[src/rtl/riscv_fetch_ctrl.sv]
// riscv_fetch_ctrl: instruction-fetch sequencer.
// Drives the IMEM word address and buffers {pc, instr} pairs in a small prefetch FIFO
// that feeds IF/ID. It also handles decode back-pressure, redirect-with-flush, and
// halting on the STOP word (32'h00000000) or on an out-of-range fetch address.
// Optional feature macro: FETCH_PERF_EN (adds the fetched-word and stall-cycle counters).

module riscv_fetch_ctrl #(
    parameter logic [31:0] RESET_PC   = 32'h0000_0000,
    parameter int          FIFO_DEPTH = 2,
    parameter int          IMEM_WORDS = 64
) (
    input  logic        clk,
    input  logic        rst_n,
    output logic [31:0] imem_a,
    input  logic [31:0] imem_rd,
    input  logic        stall,
    input  logic        redirect_valid,
    input  logic [31:0] redirect_pc,
    output logic        if_valid,
    output logic [31:0] if_instr,
    output logic [31:0] if_pc,
    output logic        halted,
    output logic [31:0] perf_fetched,
    output logic [31:0] perf_stalls
);

    localparam int PTR_W = $clog2(FIFO_DEPTH);
    localparam int CNT_W = PTR_W + 1;

    localparam logic [31:0] STOP_WORD = 32'h0000_0000;

    typedef enum logic {
        RUN  = 1'b0,
        HALT = 1'b1
    } state_t;

    typedef struct packed {
        logic [31:0] pc;
        logic [31:0] instr;
    } entry_t;

    state_t           state;
    logic [31:0]      fetch_pc;
    entry_t           fifo_mem [FIFO_DEPTH];
    logic [PTR_W-1:0] wr_ptr;
    logic [PTR_W-1:0] rd_ptr;
    logic [CNT_W-1:0] count;

    logic empty;
    logic full;
    logic in_range;
    logic push;
    logic pop;

    // The redirect target is always word aligned, so its two low bits are dropped.
    logic unused_redirect_lsbs;
    assign unused_redirect_lsbs = ^redirect_pc[1:0];

    assign empty    = (count == '0);
    assign full     = (count == CNT_W'(FIFO_DEPTH));
    assign in_range = ({2'b00, fetch_pc[31:2]} < 32'(IMEM_WORDS));

    // A full FIFO still accepts a push when the head leaves in the same cycle.
    assign pop  = !empty && !stall && !redirect_valid;
    assign push = (state == RUN) && (!full || pop) && !redirect_valid && in_range;

    assign imem_a   = fetch_pc;
    assign if_valid = !empty;
    assign if_instr = empty ? 32'h0 : fifo_mem[rd_ptr].instr;
    assign if_pc    = empty ? 32'h0 : fifo_mem[rd_ptr].pc;
    assign halted   = (state == HALT) && empty;

    // Fetch FSM: advance the fetch address on each push and stop on STOP or out of range.
    always_ff @(posedge clk or negedge rst_n) begin
        if (!rst_n) begin
            state    <= RUN;
            fetch_pc <= RESET_PC;
        end else if (redirect_valid) begin
            state    <= RUN;
            fetch_pc <= {redirect_pc[31:2], 2'b00};
        end else if (state == RUN) begin
            if (!in_range) begin
                state <= HALT;
            end else if (push) begin
                // NOTE: sequential state uses non-blocking assignments so every flop samples pre-edge values.
                fetch_pc <= fetch_pc + 32'd4;
                if (imem_rd == STOP_WORD) begin
                    state <= HALT;
                end
            end
        end
    end

    // FIFO bookkeeping: a redirect flushes the FIFO; otherwise it tracks push and pop.
    always_ff @(posedge clk or negedge rst_n) begin
        if (!rst_n) begin
            wr_ptr <= '0;
            rd_ptr <= '0;
            count  <= '0;
        end else if (redirect_valid) begin
            wr_ptr <= '0;
            rd_ptr <= '0;
            count  <= '0;
        end else begin
            if (push) begin
                wr_ptr <= wr_ptr + 1'b1;
            end
            if (pop) begin
                rd_ptr <= rd_ptr + 1'b1;
            end
            unique case ({push, pop})
                2'b10:   count <= count + 1'b1;
                2'b01:   count <= count - 1'b1;
                default: count <= count;
            endcase
        end
    end

    // FIFO storage: capture the fetched word together with its address.
    always_ff @(posedge clk) begin
        // NOTE: entry storage has no reset; the head outputs are masked to zero while count is zero.
        if (push) begin
            fifo_mem[wr_ptr] <= '{pc: fetch_pc, instr: imem_rd};
        end
    end

`ifdef FETCH_PERF_EN
    logic [31:0] fetched_q;
    logic [31:0] stalls_q;

    // Performance counters wrap freely and are cleared only by reset, not by a redirect.
    always_ff @(posedge clk or negedge rst_n) begin
        if (!rst_n) begin
            fetched_q <= '0;
            stalls_q  <= '0;
        end else begin
            if (push) begin
                fetched_q <= fetched_q + 32'd1;
            end
            if (if_valid && stall) begin
                stalls_q <= stalls_q + 32'd1;
            end
        end
    end

    assign perf_fetched = fetched_q;
    assign perf_stalls  = stalls_q;
`else
    assign perf_fetched = 32'h0;
    assign perf_stalls  = 32'h0;
`endif

endmodule

[config.mk]
export PLATFORM = sky130hd
export DESIGN_NAME = riscv_fetch_ctrl
export DESIGN_NICKNAME = d
export VERILOG_FILES = /design/src/rtl/riscv_fetch_ctrl.sv
export SDC_FILE = /design/constraint.sdc
export NUM_CORES = 1
export LEC_CHECK = 0
export ABC_CLOCK_PERIOD_IN_PS = 17300
export CORE_MARGIN = 2
export CORE_UTILIZATION = 25
export CTS_CLUSTER_DIAMETER = 200
export DETAILED_ROUTE_END_ITERATION = 10
export DONT_BUFFER_PORTS = 1
export GPL_TIMING_DRIVEN = 1
export HOLD_SLACK_MARGIN = 0.02
export PLACE_DENSITY = 0.45
export SETUP_SLACK_MARGIN = 0.3
export SLEW_MARGIN = 20
export SYNTH_ARGS = -nofsm -noshare
export SYNTH_HDL_FRONTEND = slang
export SYNTH_SLANG_ARGS = --single-unit
[constraint.sdc]
create_clock -name clk -period 17.3 [get_ports clk]
set_input_delay 1.73 -clock clk [delete_from_list [all_inputs] [get_ports clk]]
set_output_delay 1.73 -clock clk [all_outputs]
set_load 0.02 [all_outputs]
---- After elaboration in Yosys (flattened, before gate mapping) ----
Memory sizes are Yosys's and may differ from the RTL's.
Index checks and enable logic that the tools add are counted.
word-level totals
  word-level logic and storage cells ...... 54
  register bits after elaboration ......... 37
  memories ................................ 1
  ROM bits ................................ 0
  bits in latches ......................... 0
  bits in writable memories ............... 128
  output and inout bits ................... 162
cells by class
  $lt $le $gt $ge ......................... 1
  $mul .................................... 0
  reduce and logical (&&, ||, !) cells .... 18
  add/sub/neg operators ................... 5
  divide/modulo/power cells ............... 0
  shifts and indexed selects .............. 0
  equality and inequality tests ........... 4
  bitwise operators ....................... 1
  multiplexer cells ....................... 19
memory list
  name      depth  bits a word  read ports  clocked after Yosys merged registers in  write ports  RTL line  RTL
  fifo_mem  2      64           1           0                                        1            44        entry_t fifo_mem [FIFO_DEPTH];
operators by type and width
  operator                 number
  $mux W32                 6
  $add A32 B3 Y32 const B  1
  $logic_not A32 Y1        1
  $lt A30 B7 Y1 const B    1
  $mux W1                  11
  $logic_and A1 B1 Y1      6
  $reduce_bool A2 Y1       3
  $eq A2 B2 Y1 const B     2
  $logic_not A1 Y1         4
  $pmux W2 S2              1
  $reduce_and A3 Y1        1
  $reduce_bool A3 Y1       1
  $add A1 B1 Y1 const B    2
  $add A2 B1 Y2 const B    1
  $eq A2 B1 Y1 const B     1
  $logic_not A2 Y1         1
  $mux W2                  1
  $ne A2 B2 Y1 const B     1
  $sub A2 B1 Y2 const B    1
  $logic_or A1 B1 Y1       1
  $not A1 Y1               1

---- Longest topological paths before layout ----
  depth after elaboration ................. 12
  mapped depth ............................ 6
  gate-level depth less buffers ........... 5

---- Worst setup path before layout ----
Ideal clock, no wire load.
  kind .................................... input port to flip-flop
  start point ............................. input port stall
  end point ............................... memory fifo_mem[0][0] in the netlist's numbering (enable)
  path slack .............................. 10.181 ns
  arrival time ............................ 6.560 ns
  cell stages on the path ................. 5
  path buffers ............................ 1
  setup time .............................. 0.559 ns
  cell sequence ........................... clkbuf_1 > nor2_1 > o2111a_1 > nand2_1 > nor3_1
on the way
  longest elaborated chain between the ends .. 9
RTL lines
  item                              RTL line  RTL
  from (decl)                       16        input logic stall,
  $logic_not A1 Y1                  64        assign pop = !empty && !stall && !redirect_valid;
  $logic_and A1 B1 Y1 (2 in a row)  64
  $logic_or A1 B1 Y1                65        assign push = (state == RUN) && (!full || pop) && !redirect_valid && in_range;
  $logic_and A1 B1 Y1 (3 in a row)  65
  $mux W1                           122       if (push) begin
  $mux W1 (not written as such)     123       fifo_mem[wr_ptr] <= '{pc: fetch_pc, instr: imem_rd};
  to (decl)                         44
No other way between the ends.

---- Worst setup path after layout ----
  start point ............................. register count[0]
  end point ............................... output port halted
on the way
  longest elaborated chain between the ends .. 2
RTL lines
  item                    RTL line  RTL
  from (decl)             47        logic [CNT_W-1:0] count;
  from (signal assigned)  112       2'b10: count <= count + 1'b1;
  from (signal assigned)  113       2'b01: count <= count - 1'b1;
  from (signal assigned)  114       default: count <= count;
  $logic_not A2 Y1        59        assign empty = (count == '0);
  $logic_and A1 B1 Y1     71        assign halted = (state == HALT) && empty;
  to (decl)               22        output logic halted,
No other way between the ends.

==> run metrics <==
layout net count=556; Yosys cell types=39; Startpoint Class=flop; Clock H-tree levels=4; RR Startpoint=imem_a[10]$_DFFE_PN0P_; post-layout instance area=between 7000 and 8000 um^2; worst setup path start=count[0]$_DFFE_PN0P_; PostCTS Resize Cnt=0; final hold violations=0; Min-Delay Startpoint=wr_ptr$_DFFE_PN0P_; crit-path cells=nor2_4 > buf_4 > and2_1; die area=28800 um^2; first-pass iteration count of the detailed router=4; synthesized cell area=6870 um^2; Cells after Synth=roughly 500; Critical Path AT=about 2.4 ns; number of flops mapped to enable cells by yosys=around 120; CTS tree=built; critical path endpoint category=output pin; syn avg cell area=~14 um^2; Synth Flop Type=edfxtp_1; filler instances=~2700; row count=60; count of pins over their slew limit=0; outcome=finished, final reports clean; ys async rst share=approximately 22%; RSZ-0062 raised after global routing=no; setup ws final=roughly 13 ns; Pwr Total=roughly 0.84 mW; CTS sink count=approximately 160; max-cap viol count=0; routed vias/inst=~4.3; antenna viol nets, final=0; routed len/inst=18.6 um; core area=roughly 27000 um^2; min Tclk post-route=4.14 ns; critical path's slowest cell=nor2_4; worst path required time=between 15 and 20 ns; clock buffer depth=2; Die H=170 um; clk_skew=between 0.01 and 0.015 ns; CTS buffer count=17; vias in the first global route=between 3000 and 4000; routed wire length=roughly 16 mm; PwrDens=between 100 and 150 nW/um^2; Port-buffer cells=0; Area Growth Syn to Fin=10.8%; first-pass GRT wire length=about 23 mm; Total GRT Usage=around 11%; clock-pin slew on the worst setup and hold paths=approximately 0.07 ns; via count=between 3000 and 4000; Tightest Hold Check Type=reg2reg; Max Fclk=between 200 and 250 MHz; Remaining DRCs=0; largest net degree at the start of global routing=63; ant diodes=0; setup bufs post-CTS=0; total grt overflow=0; Post-DP Area=7020 um^2; Iter 0 DRT Violations=about 180; post-synthesis register bit count=around 160; starting density of the core=between 20% and 30%; YS warnings=0; hold_buf cts=0; CP Max Fanout=41; Final Non-Filler Cells=841; clk root buf=clkbuf_16; relative slew slack=between 30% and 40%; CP Class=reg2out; final cycle utilization of the critical path=23.9%; DP Worst Slack=roughly 13 ns; Clock Latency Late Sink=between 0.4 and 0.5 ns; post-placement cell count=between 800 and 900; DIE WIDTH=170 um; sequential area share after synthesis=67.0%; LEAKAGE=between 2 and 2.5 nW; Max VDD drop=between 0.00004 and 0.00005 V; slowest stage delay, CP=between 0.5 and 0.6 ns; slew at the pin closest to its max-slew limit=just over 0.9 ns; placed wire-length estimate=around 11 mm; global placer's final weighted congestion=around 0.68; endpoints failing setup=0; initial antenna violation count=1; layout cell share with drive strength beyond 1=approximately 13%; setup_tns=0 ns; num ports=230
per-stage QoR:
| step | hold WS, ns | util, % |
|---|---|---|
| floorplan | 0.536 | - |
| global placement | 0.573 | 26.0 |
| detailed placement | 0.599 | 26.0 |
| CTS | 0.603 | 28.2 |
| global route | 0.645 | 28.2 |
| finish | 0.612 | 28.2 |
final cells by class:
type / instances / area (um^2) / share of cell area, %
Clock buffer: 18 / 429 / 5.64
Inverter: 4 / 15.0 / 0.197
Timing Repair Buffer: 4 / 42.5 / 0.559
Tap cell: 341 / 427 / 5.60
Multi-Input combinational cell: 301 / 1930 / 25.4
Clock inverter: 14 / 163 / 2.14
Sequential cell: 159 / 4600 / 60.5
final timing paths:
kind                                        endpoint  slack, ns  cells after the start
max                                           halted      13.16                      3
min                               wr_ptr$_DFFE_PN0P_       0.61                      2
max reg2reg                fifo_mem[1][29]$_DFFE_PP_      14.05                      4
min reg2reg                       wr_ptr$_DFFE_PN0P_       0.61                      2
max in group asynchronous         rd_ptr$_DFFE_PN0P_      16.19                      0
min in group asynchronous     imem_a[11]$_DFFE_PN0P_       0.99                      0
synthesized netlist by cell type, drive strengths merged, types with 2 or more instances:
library cell / instances / area share [%]
a21oi: 6 / 0.44
a311oi: 2 / 0.26
a31oi: 3 / 0.27
and3: 2 / 0.18
buf: 78 / 8.0
clkbuf: 11 / 0.60
dfrtp: 35 / 13
edfxtp: 124 / 54
inv: 3 / 0.16
mux2: 23 / 3.8
mux2i: 62 / 9.0
nand2: 5 / 0.27
nand2b: 2 / 0.18
nand3: 8 / 0.58
nand4: 3 / 0.27
nor2: 71 / 3.9
nor3: 4 / 0.29
nor4: 15 / 1.8
o21a: 2 / 0.22
o21ai: 5 / 0.36
o31ai: 2 / 0.22
or3: 2 / 0.18
or4: 5 / 0.55
state kept, by name, indices dropped and copies added (netlist names):
signal    count
count         2
fifo_mem    124
state         1
imem_a       30
rd_ptr        1
wr_ptr        1
placed cells by master, fill, tap and decap left out, drive strengths merged, types with 3 or more instances in the layout:
master,count
mux2i,62
nand3,8
or4,5
edfxtp,124
inv,11
conb,68
nor4,15
buf,4
o21ai,5
nand2,5
a21oi,6
a31oi,3
mux2,23
clkinv,7
nand4,3
clkbuf,18
dfrtp,35
nor3,4
nor2,71
per-layer routing:
metal  vias to the layer above  global-route usage, %  share of wire, %
li1                       1645                      -                 -
met4                         2                   3.34               1.2
met3                        17                   4.99                10
met2                       170                   17.8                48
met1                      1761                   12.8                41
met5                         -                      0              0.13
critical path: cells and delay by family, from the launching register on:
kind / cells / cell delay [ns]
AND/OR/NAND/NOR: 2 / 0.94
buffers and inverters: 1 / 0.53
flip-flops: 1 / 0.47
cell families after synthesis:
kind of cell / Yosys count / share of synthesized area (%)
simple gates: 121 / 8.62
fa+ha+maj: 1 / 0.182
compound gates: 26 / 2.57
flops: 159 / 67.0
mux: 85 / 12.8
buf+inv: 93 / 8.82
other cells: 1 / 0.0546
where the power goes:
| group | leakage, nW | switching (mW) | internal [mW] | total, mW |
|---|---|---|---|---|
| sequential | 1.53 | 0.0226 | 0.421 | 0.444 |
| combinational | 0.661 | 0.0183 | 0.00806 | 0.0263 |
| clock | 0.289 | 0.177 | 0.195 | 0.372 |
(Power assumes the default switching activity.)
